### src/rtl/bin_to_bcd_seq_if.sv
// Bus between the binary source and the BCD converter feeding the display path.
// start is a request sampled only while the converter is idle (busy=0); done is a one-cycle strobe marking new digits.
interface bin_to_bcd_seq_if #(
  parameter int IN_WIDTH = 10
);
  logic                start;
  logic [IN_WIDTH-1:0] bin;
  logic                busy;
  logic                done;
  logic                ovf;
  logic [3:0]          bcd0;
  logic [3:0]          bcd1;
  logic [3:0]          bcd2;

  modport master (
    output start, bin,
    input  busy, done, ovf, bcd0, bcd1, bcd2
  );

  modport slave (
    input  start, bin,
    output busy, done, ovf, bcd0, bcd1, bcd2
  );
endinterface

### src/rtl/bin_to_bcd_seq.sv
// Sequential double-dabble binary-to-BCD converter, one shift per clock, with saturating 3-digit output.
// Optional leading-zero blanking of bcd2/bcd1 (value 4'hF) is enabled by defining BCD_BLANK_EN.
module bin_to_bcd_seq #(
  parameter int IN_WIDTH = 10
) (
  input  logic             clk,
  input  logic             rst,
  bin_to_bcd_seq_if.slave  bus,
  output logic [0:0]       dbg_state_o
);

  localparam logic [0:0] IDLE  = 1'b0;
  localparam logic [0:0] SHIFT = 1'b1;
  localparam int         CW    = 4;
  localparam logic [CW-1:0] CNT_INIT = CW'(IN_WIDTH);

  logic [0:0]          state_q, state_d;
  logic [IN_WIDTH-1:0] sh_q, sh_d;
  logic [15:0]         dig_q, dig_d, dig_adj;
  logic [CW-1:0]       cnt_q, cnt_d;
  logic                done_q, done_d;
  logic                ovf_q, ovf_d;
  logic [3:0]          bcd0_q, bcd0_d;
  logic [3:0]          bcd1_q, bcd1_d;
  logic [3:0]          bcd2_q, bcd2_d;

  always_comb begin
    state_d = state_q;
    sh_d    = sh_q;
    dig_d   = dig_q;
    cnt_d   = cnt_q;
    done_d  = 1'b0;
    ovf_d   = ovf_q;
    bcd0_d  = bcd0_q;
    bcd1_d  = bcd1_q;
    bcd2_d  = bcd2_q;
    dig_adj = dig_q;

    for (int i = 0; i < 4; i++) begin
      if (dig_q[4*i +: 4] >= 4'd5) dig_adj[4*i +: 4] = dig_q[4*i +: 4] + 4'd3;
    end

    case (state_q)
      IDLE: begin
        if (bus.start) begin
          sh_d    = bus.bin;
          dig_d   = '0;
          cnt_d   = CNT_INIT;
          state_d = SHIFT;
        end
      end
      SHIFT: begin
        {dig_d, sh_d} = {dig_adj, sh_q} << 1;
        cnt_d = cnt_q - 4'd1;
        // Final shift: load the display registers from the freshly shifted digits.
        if (cnt_q == 4'd1) begin
          state_d = IDLE;
          done_d  = 1'b1;
          if (dig_d[15:12] != 4'd0) begin
            ovf_d  = 1'b1;
            bcd2_d = 4'd9;
            bcd1_d = 4'd9;
            bcd0_d = 4'd9;
          end else begin
            ovf_d  = 1'b0;
            bcd2_d = dig_d[11:8];
            bcd1_d = dig_d[7:4];
            bcd0_d = dig_d[3:0];
`ifdef BCD_BLANK_EN
            if (dig_d[11:8] == 4'd0) bcd2_d = 4'hF;
            if (dig_d[11:8] == 4'd0 && dig_d[7:4] == 4'd0) bcd1_d = 4'hF;
`endif
          end
        end
      end
      default: state_d = IDLE;
    endcase
  end

  always_ff @(posedge clk or posedge rst) begin
    if (rst) begin
      state_q <= IDLE;
      sh_q    <= '0;
      dig_q   <= '0;
      cnt_q   <= '0;
      done_q  <= 1'b0;
      ovf_q   <= 1'b0;
      bcd0_q  <= 4'd0;
      bcd1_q  <= 4'd0;
      bcd2_q  <= 4'd0;
    end else begin
      state_q <= state_d;
      sh_q    <= sh_d;
      dig_q   <= dig_d;
      cnt_q   <= cnt_d;
      done_q  <= done_d;
      ovf_q   <= ovf_d;
      bcd0_q  <= bcd0_d;
      bcd1_q  <= bcd1_d;
      bcd2_q  <= bcd2_d;
    end
  end

  assign bus.busy    = (state_q == SHIFT);
  assign bus.done    = done_q;
  assign bus.ovf     = ovf_q;
  assign bus.bcd0    = bcd0_q;
  assign bus.bcd1    = bcd1_q;
  assign bus.bcd2    = bcd2_q;
  assign dbg_state_o = state_q;

endmodule

### src/flat_wrapper.sv
// flat-port wrapper written by rule: the top's interface ports become plain ports
module bin_to_bcd_seq_flat 
#(
  parameter int IN_WIDTH = 10
)
  (clk, rst, dbg_state_o, bus_start, bus_bin, bus_busy, bus_done, bus_ovf, bus_bcd0, bus_bcd1, bus_bcd2);
  bin_to_bcd_seq_if #(.IN_WIDTH(IN_WIDTH)) bus_i ();
  input  logic clk;
  input  logic rst;
  output logic [0:0] dbg_state_o;
  input wire logic [$bits(bus_i.start)-1:0] bus_start;
  input wire logic [$bits(bus_i.bin)-1:0] bus_bin;
  output wire logic [$bits(bus_i.busy)-1:0] bus_busy;
  output wire logic [$bits(bus_i.done)-1:0] bus_done;
  output wire logic [$bits(bus_i.ovf)-1:0] bus_ovf;
  output wire logic [$bits(bus_i.bcd0)-1:0] bus_bcd0;
  output wire logic [$bits(bus_i.bcd1)-1:0] bus_bcd1;
  output wire logic [$bits(bus_i.bcd2)-1:0] bus_bcd2;
  assign bus_i.start = bus_start;
  assign bus_i.bin = bus_bin;
  assign bus_busy = bus_i.busy;
  assign bus_done = bus_i.done;
  assign bus_ovf = bus_i.ovf;
  assign bus_bcd0 = bus_i.bcd0;
  assign bus_bcd1 = bus_i.bcd1;
  assign bus_bcd2 = bus_i.bcd2;
  bin_to_bcd_seq #(.IN_WIDTH(IN_WIDTH)) u_core (.clk(clk), .rst(rst), .bus(bus_i), .dbg_state_o(dbg_state_o));
endmodule
### config.mk
export PLATFORM = sky130hd
export DESIGN_NAME = bin_to_bcd_seq_flat
export DESIGN_NICKNAME = d
export VERILOG_FILES = /design/src/rtl/bin_to_bcd_seq_if.sv /design/src/rtl/bin_to_bcd_seq.sv /design/src/flat_wrapper.sv
export SDC_FILE = /design/constraint.sdc
export NUM_CORES = 1
export LEC_CHECK = 0
export CORE_MARGIN = 5
export CORE_UTILIZATION = 59
export DETAILED_ROUTE_END_ITERATION = 16
export PLACE_DENSITY_LB_ADDON = 0.12
export SYNTH_ARGS = -nofsm -noshare
export SYNTH_HDL_FRONTEND = slang
export SYNTH_SLANG_ARGS = --single-unit
### constraint.sdc
create_clock -name clk -period 5.7 [get_ports clk]
set_input_delay 1.14 -clock clk [delete_from_list [all_inputs] [get_ports clk]]
set_output_delay 1.14 -clock clk [all_outputs]
set_load 0.01 [all_outputs]
==> qor.txt <==
Final setup violation count = 0
Via count normalized by instance count = 5.794
Min-delay worst type = flop to flop
Maximum number of buffers from clock root to sink = 2
R2r startpoint = u_core.bus.busy
Wire length reported by the detailed router = 4645 um
Maximum vdd ir drop = 0.2951 mV
Gates resized, CTS repair = 0
Antenna violations before repair = 0
Syn nets = 245
Delay of the slowest cell on the worst path = 1.18 ns
Cell area after technology mapping = 0.002291 mm^2
TritonCTS Buffers = 5
Maximum net fanout on the critical path = 25
Most frequent cells in the layout = sky130_fd_sc_hd__dfrtp_1 (45), sky130_fd_sc_hd__clkdlybuf4s50_1 (28), sky130_fd_sc_hd__mux2i_1 (17), sky130_fd_sc_hd__nand2_1 (17), sky130_fd_sc_hd__o21ai_0 (15)
Final routed DRC violation total = 0
Fill count = 264
Placer Congestion = 0.8066
Share of the yosys chip area belonging to registers = 49.15%
Cell depth of the worst flop-to-flop path = 5
Number of unique standard cell types used by synthesis = 37
Worst setup path endpoint = u_core.dig_q[7]
Final slew viol count = 0
Core Box Area = 0.003716 mm^2
Final sum of negative setup slack = 0 ns
CTS clock-pin slew for the worst setup and hold paths = 0.09 ns
Port Buf Inserts = 28
Yosys top cell by area = sky130_fd_sc_hd__dfrtp_1
LEAKAGE = 0.001235 uW
Worst reg2reg setup slack = 3.43 ns
Floorplan die area = 0.005229 mm^2
Clk Latency, worst-skew pair = 0.30 ns
Total power density per cell area = 555.3 mW/mm^2
Fraction of registers with async set or reset after synthesis = 100.0%
Startpoint type of the worst setup path = input pin
Achievable frequency = 345.7 MHz
Total grt overflow = 0
Start point of the worst hold path = u_core.sh_q[3]
Max capacitance violation total = 0
Type of destination of the critical path = flop
Clock H-tree levels = 2
Count of placed standard cells in the final layout, fillers left out = 296
Wire length of the first global-routing pass = 8100 um
Clock sink count = 45
Post-CTS repair timing setup buffer count = 0
Standard-cell rows = 22
Post-layout min period = 2.893 ns
Endpoints failing hold = 0
Clock tree from TritonCTS = done
Ant. Diodes = 0
Die height = 72.32 um
Iteration-0 DRC Markers = 128
Largest net degree at the start of global routing = 46
Worst slack on hold paths = 0.4918 ns
Worst EP arrival = 3.09 ns
Top flip-flop cell by instance count after synthesis = sky130_fd_sc_hd__dfrtp_1
Period utilisation layout = 50.75%
Number of nets with antenna violations after detailed routing = 0
Clock root buffer = sky130_fd_sc_hd__clkbuf_8
Post-detailed-route wirelength per cell = 15.69 um
Via count of the first global-routing pass = 1,700
Highest-delay cell along the critical path = sky130_fd_sc_hd__clkdlybuf4s50_1
Worst R2R End = u_core.bus.bcd0[0]
Worst setup path startpoint = bus_start
Most common cell after layout, fill and taps aside = sky130_fd_sc_hd__dfrtp_1
Setup repair after global routing missed its margin = false
Count of synthesis-stage warnings from yosys = 0
Placed wire-length estimate = 3230 um
Gate count of the mapped netlist = 222
Clock skew after layout = 0.01195 ns
Initial Util = 61.65%
Average cell area after synthesis = 10.32 um^2
Fraction of layout instances using a drive strength above 1 = 5.645%
Number of vias in the routed layout = 1,715
Required time of the critical path = 5.89 ns
Hold-fix buffer count after cts = 0
Portion of synthesized cell area occupied by the leading cell type = 49.15%
FF+latch count, synth = 45
Initial DRT Pass Iterations = 4
Type of the setup path with the least slack = input pin to flop
Tightest slew margin relative to the limit = 27.49%
Final #Nets = 270
Run status = finished, final reports clean
Number of enable flip-flop cells after synthesis = 0
Worst Hold Path Cells = 2
Layout-stage area growth over the synthesis result = 16.66%
Critical path, cell by cell = clkdlybuf4s50_1 -> nor2_1 -> a21o_1 -> a22o_1
Die W = 72.32 um
Slew of the pin with the lowest slew margin = 1.084 ns
Number of primary I/O pins = 29
Cells after DPL = 288
Top post-synthesis cells by area = sky130_fd_sc_hd__dfrtp_1 (49%), sky130_fd_sc_hd__mux2i_1 (7.4%), sky130_fd_sc_hd__ha_1 (5.5%), sky130_fd_sc_hd__nor3b_1 (3.3%), sky130_fd_sc_hd__o21ai_0 (3.3%)
Total track usage = 19.79%
[final cells by class]
class | count | area [um^2] | area share, %
inverter | 12 | 45.04 | 1.685
sequential | 45 | 1126 | 42.13
clock buffer | 6 | 72.57 | 2.715
timing repair buffer | 31 | 302.8 | 11.33
tap | 48 | 60.06 | 2.247
multi-input combinational | 152 | 1056 | 39.51
clock inverter | 2 | 10.01 | 0.3745
[critical path: cells and delay by family]
family / cells / cell delay [ns]
buf+inv: 1 / 1.18
simple gates: 1 / 0.30
compound gates: 2 / 0.46
[kinds of logic after synthesis]
kind of cell,synth area share [%]
muxes,8.410
buffers and inverters,4.751
and+or+nand+nor,13.87
AOI/OAI and AO/OA,16.82
adders and majority gates,5.461
DFF,49.15
xor gates and xnor gates,1.529
[power by group]
group          switching [uW]  internal [uW]  total (uW)  leakage (uW)
combinational             359            354         713      0.000635
sequential                126            453         579      0.000556
clock                     107           85.2         192     0.0000450
[cells in the mapped netlist (2+ instances only)]
library cell / count
sky130_fd_sc_hd__dfrtp_1: 45
sky130_fd_sc_hd__mux2_2: 2
sky130_fd_sc_hd__inv_1: 11
sky130_fd_sc_hd__o21ai_0: 15
sky130_fd_sc_hd__nand3_1: 3
sky130_fd_sc_hd__o31ai_1: 2
sky130_fd_sc_hd__nor3b_1: 10
sky130_fd_sc_hd__a21o_1: 9
sky130_fd_sc_hd__a21oi_1: 14
sky130_fd_sc_hd__a32o_1: 5
sky130_fd_sc_hd__a31oi_1: 5
sky130_fd_sc_hd__nand2_1: 17
sky130_fd_sc_hd__nor2_1: 12
sky130_fd_sc_hd__xnor2_1: 4
sky130_fd_sc_hd__buf_2: 3
sky130_fd_sc_hd__clkbuf_1: 7
sky130_fd_sc_hd__nand2b_1: 8
sky130_fd_sc_hd__mux2i_1: 17
sky130_fd_sc_hd__ha_1: 10
sky130_fd_sc_hd__nor3_1: 6
[registers in the layout, indices dropped and copies added (netlist names)]
name,flops
u_core.bus.bcd2,4
u_core.cnt_q,4
u_core.bus.done,1
u_core.dig_q,16
u_core.bus.bcd1,4
u_core.bus.busy,1
u_core.bus.bcd0,4
u_core.sh_q,10
u_core.bus.ovf,1
[metal layers]
metal / vias up / wire [um] / GRT usage (%)
li1: 831 / - / -
met1: 826 / 2038 / 25.47
met2: 49 / 2306 / 32.66
met3: 9 / 238 / 4.294
met4: 0 / 60 / 7.516
met5: - / 0 / 0
[worst min path at each step]
stage / endpoint / slack [ns]
after global placement: u_core.sh_q[8] / 0.46
final: u_core.sh_q[4] / 0.49
after floorplan: u_core.sh_q[1] / 0.45
after CTS: u_core.bus.bcd1[2] / 0.49
after global routing: u_core.bus.bcd1[2] / 0.51
after detailed placement: u_core.bus.bcd1[2] / 0.48
[metrics by stage]
step	instance area [um^2]	power, uW	util (%)	setup WS (ns)
2_1_floorplan	2291	1081	-	3.501
3_3_place_gp	2590	1251	69.70	2.557
3_5_place_dp	2590	1299	69.70	2.469
4_1_cts	2673	1496	71.92	2.790
5_1_grt	2673	1609	71.92	2.634
6_report	2673	1484	71.92	2.807
No activity file was read; power rests on OpenSTA's default activity.
